$ cat config.mk
export PLATFORM = sky130hd
export DESIGN_NAME = ibutterfly_pipe
export DESIGN_NICKNAME = d
export VERILOG_FILES = /design/src/rtl/ibutterfly_pipe.sv
export SDC_FILE = /design/constraint.sdc
export NUM_CORES = 1
export LEC_CHECK = 0
export ABC_AREA = 1
export BUFFER_PORTS_ARGS = -buffer_cell sky130_fd_sc_hd__buf_4
export CAP_MARGIN = 20
export CORE_UTILIZATION = 50
export DETAILED_ROUTE_END_ITERATION = 16
export HOLD_SLACK_MARGIN = 0.1
export PLACE_DENSITY = 0.8
export SYNTH_ARGS = -nofsm -noshare
export SYNTH_HDL_FRONTEND = slang
export SYNTH_SLANG_ARGS = --single-unit
$ cat constraint.sdc
create_clock -name clk -period 2.8 [get_ports clk]
set_input_delay 0.14 -clock clk [delete_from_list [all_inputs] [get_ports clk]]
set_output_delay 0.14 -clock clk [all_outputs]
set_load 0.01 [all_outputs]
$ cat src/rtl/ibutterfly_pipe.sv
// ibutterfly_pipe: inverse radix-2 butterfly, recovers a/b from s=a+b, d=a-b.
// Two-stage valid/ready pipeline with parity flag and saturating error count.
module ibutterfly_pipe #(
    parameter int N  = 4,
    parameter int CW = 8
) (
    input  logic                clk,
    input  logic                rst,
    input  logic [(2**N)-1:0]   s_in,
    input  logic [(2**N)-1:0]   d_in,
    input  logic                in_valid,
    output logic                in_ready,
    output logic [(2**N)-1:0]   a_out,
    output logic [(2**N)-1:0]   b_out,
    output logic                par_err,
    output logic                out_valid,
    input  logic                out_ready,
    input  logic                err_clr,
    output logic [CW-1:0]       err_cnt
);

    localparam int W = 2**N;
    localparam logic [CW-1:0] CNT_MAX = '1;
    localparam logic [CW-1:0] CNT_ONE = {{(CW-1){1'b0}}, 1'b1};

    logic         s1_v;
    logic [W:0]   sum1;
    logic [W:0]   dif1;
    logic         s2_v;
    logic         s2_adv;
    logic         acc;
    logic         mv;
    logic         xfer_err;
    logic [W:0]   sx;
    logic [W:0]   dx;
    logic         unused_dif_lsb;

    assign sx = {s_in[W-1], s_in};
    assign dx = {d_in[W-1], d_in};

    assign s2_adv   = !s2_v || out_ready;
    assign in_ready = !s1_v || s2_adv;
    assign acc      = in_valid && in_ready;
    assign mv       = s2_adv && s1_v;
    assign xfer_err = s2_v && out_ready && par_err;

    assign out_valid = s2_v;

    // dif1[0] always matches sum1[0]; parity is taken from sum1 alone
    assign unused_dif_lsb = dif1[0];

    always_ff @(posedge clk or negedge rst) begin
        if (!rst) begin
            s1_v <= 1'b0;
            sum1 <= '0;
            dif1 <= '0;
        end else if (acc) begin
            s1_v <= 1'b1;
            sum1 <= sx + dx;
            dif1 <= sx - dx;
        end else if (mv) begin
            s1_v <= 1'b0;
        end
    end

    always_ff @(posedge clk or negedge rst) begin
        if (!rst) begin
            s2_v    <= 1'b0;
            a_out   <= '0;
            b_out   <= '0;
            par_err <= 1'b0;
        end else if (mv) begin
            s2_v    <= 1'b1;
            a_out   <= sum1[W:1];
            b_out   <= dif1[W:1];
            par_err <= sum1[0];
        end else if (out_ready) begin
            s2_v <= 1'b0;
        end
    end

    always_ff @(posedge clk or negedge rst) begin
        if (!rst) begin
            err_cnt <= '0;
        end else if (err_clr) begin
            err_cnt <= xfer_err ? CNT_ONE : '0;
        end else if (xfer_err && err_cnt != CNT_MAX) begin
            err_cnt <= err_cnt + CNT_ONE;
        end
    end

endmodule
==> impl_results.md <==
- Core area: 0.00942 mm^2
- P_int: 2440 uW
- Later-pin clock latency in the skew report: 340 ps
- Mapped Avg Cell Area: 7.58 um^2
- Average via count per standard cell: 5.02
- Crit path launch type: input port
- I/O pins: 80
- Hold path start: d_in[0]
- RePlAce Congestion: 0.899
- Pins Over Slew Limit: 0
- Initial antenna violation count: 0
- Post-route cell area: 0.00583 mm^2
- CTS tree: built
- Max Cap Viol: 0
- Share of cells above drive strength 1: 21.5%
- Mapped Nets: 725
- Power per cell area: 640 mW/mm^2
- Final Hold Viols: 0
- # fillers: 852
- Longest Clk Path Bufs: 2
- CP Max Fanout: 29
- Synthesis-stage register bit count: 76
- Global router's overall resource usage: 23.7%
- Port Buffers: 79
- R2R depth: 5
- Final Skew: 4.64 ps
- Synth Cell Area: 0.00495 mm^2
- Setup TNS: 0 ps
- Clock share of power: 22.1%
- Minimum clock period: 1800 ps
- Post-route DRC violation count: 0
- Post-synth EDFFs: 0
- Via count: 4,333
- R2R Setup Slk: 1030 ps
- Final Cycle Share: 64.2%
- First-pass GRT wire length: 19.1 mm
- LEAKAGE: 0.00322 uW
- Rows: 35
- Largest net degree at the start of global routing: 77
- Syn-to-layout area delta: 17.8%
- Ys async rst share: 100%
- Hold-fix buffers, CTS: 3
- Switching portion of total power: 34.5%
- Switch Pwr: 1290 uW
- DRT iter0 DRCs: 251
- Most frequent cells in the layout: 211 x nand2_1, 96 x inv_1, 81 x buf_4
- Peak ir drop on the vdd network: 0.235 mV
- CP Data Arrival Time: 2050 ps
- Root buffer cell: clkbuf_8
- Number of setup buffers added after CTS: 0
- HPWL Detailed: 8.95 mm
- Combinational power share: 35.6%
- Die Width: 102 um
- Top_reg_cell synth: dfrtp_1
- Crit path kind: in -> reg
- Ant diodes: 0
- Drt first pass iters: 5
- Warnings from Yosys: 0
- Worst R2R Start: out_valid
- Worst Hold End: sum1[0]
- Sequential share of power: 42.3%
- TritonCTS Buffers: 9
- RSZ-0062 raised after global routing: false
- Setup slack after layout: 1000 ps
- Tightest Pin Transition: 933 ps
- Clock slew at reported path FFs: 80 ps
- GR Overflow Total: 0
- H-tree depth: 3
- Sequential Area: 0.00190 mm^2
- Die ar.: 0.0103 mm^2
- Final WL: 11.2 mm
- Min-Delay Path Class: in -> reg
- Max-slew headroom: 37.8%
- Nets: 802
- Fin Hold WS: 164 ps
- Worst Hold Path Cells: 3
- Fmax: 556 MHz
- Synth cell types: 32
- Worst setup EP type: register
- Die H: 102 um
- Status: complete, no violations
- Final setup vio count: 0
- Placed instance area: 0.00560 mm^2
- CTS resizes: 0
- Clock sink count: 76
- Initial Util: 52.6%
- RR Endpoint: sum1[7]
- Worst EP required: 3050 ps
- Detail Route Antenna Nets: 0
- Most common cell after layout, fill and taps aside: nand2_1
- Sequential share of the synthesized area: 38.4%
- Cells after Synth: 653
- Area of the multi-input gates: 0.00252 mm^2
- Number of global-route vias before repair: 4,097
- Drt wl/cell: 12.9 um
- Pre-CTS WS: 979 ps
-- how the worst max path moves through the flow --
stage	start	to	slack, ps
floorplan	s_in[0]	dif1[12]	1300
global placement	s_in[0]	dif1[16]	1030
detailed placement	s_in[0]	dif1[16]	980
CTS	out_ready	sum1[7]	1060
global route	out_ready	sum1[5]	900
finish	out_ready	sum1[7]	1000
-- Yosys cell counts (4+ instances only) --
library cell / count / area share [%]
inv_2: 13 / 0.99
a21oi_1: 26 / 2.6
xor2_1: 9 / 1.6
nand2_2: 8 / 1.0
nor2_1: 21 / 1.6
mux2_2: 26 / 5.9
inv_1: 96 / 7.3
o21ai_0: 29 / 2.9
nor2_2: 4 / 0.51
dfrtp_1: 76 / 38
nand2_1: 211 / 16
buf_2: 12 / 1.2
nand3_1: 54 / 5.5
ha_1: 33 / 8.3
-- worst max-delay path, stage by stage --
cell and delay (ps):
dlygate4sd3_1 530, buf_4 110, inv_1 40, nand3_1 120, nand2_1 90, inv_1 650, nand3_1 230, o21ai_0 130
-- metrics by stage --
step	cells	utilization, %	total power (uW)
floorplan	653	-	2340
global placement	845	59.5	2880
detailed placement	845	59.5	2940
CTS	864	62.0	3770
global route	864	62.0	3980
finish	864	62.0	3730
-- layer usage --
metal,track usage (%),wire length (um)
met2,37.6,4940
met4,7.58,191
met1,34.1,5510
met3,2.42,525
met5,0,0
-- layout make-up --
cell class	count	share of cell area, %
well taps	129	2.77
clock buffers	9	2.12
clock inverters	7	1.31
repair buffers	84	10.9
multi-input cells	450	43.2
inverters	109	7.01
flip-flops and latches	76	32.6
-- sequential cells by signal, summed over array words and instances, names as in the netlist --
name,cells
a_out,16
b_out,16
dif1,16
err_cnt,8
out_valid,1
par_err,1
s1_v,1
sum1,17
-- power by group through the flow --
stage               logic (uW)  clock network, uW  registers [uW]
floorplan                  679                  0            1660
global placement          1300                  0            1590
detailed placement        1330                  0            1610
CTS                       1340                848            1580
global route              1480                881            1620
finish                    1330                825            1580
-- cells by family (layout without fill, tap and decap cells) --
family,Yosys count,count (layout),synth area share (%)
xor gates and xnor gates,9,9,1.59
and+or+nand+nor,314,314,26.9
buffers and inverters,127,209,10.6
adders and majority gates,35,35,9.15
AOI/OAI and AO/OA,66,66,7.38
DFF,76,76,38.4
muxes,26,26,5.91
(Power assumes the default switching activity.)
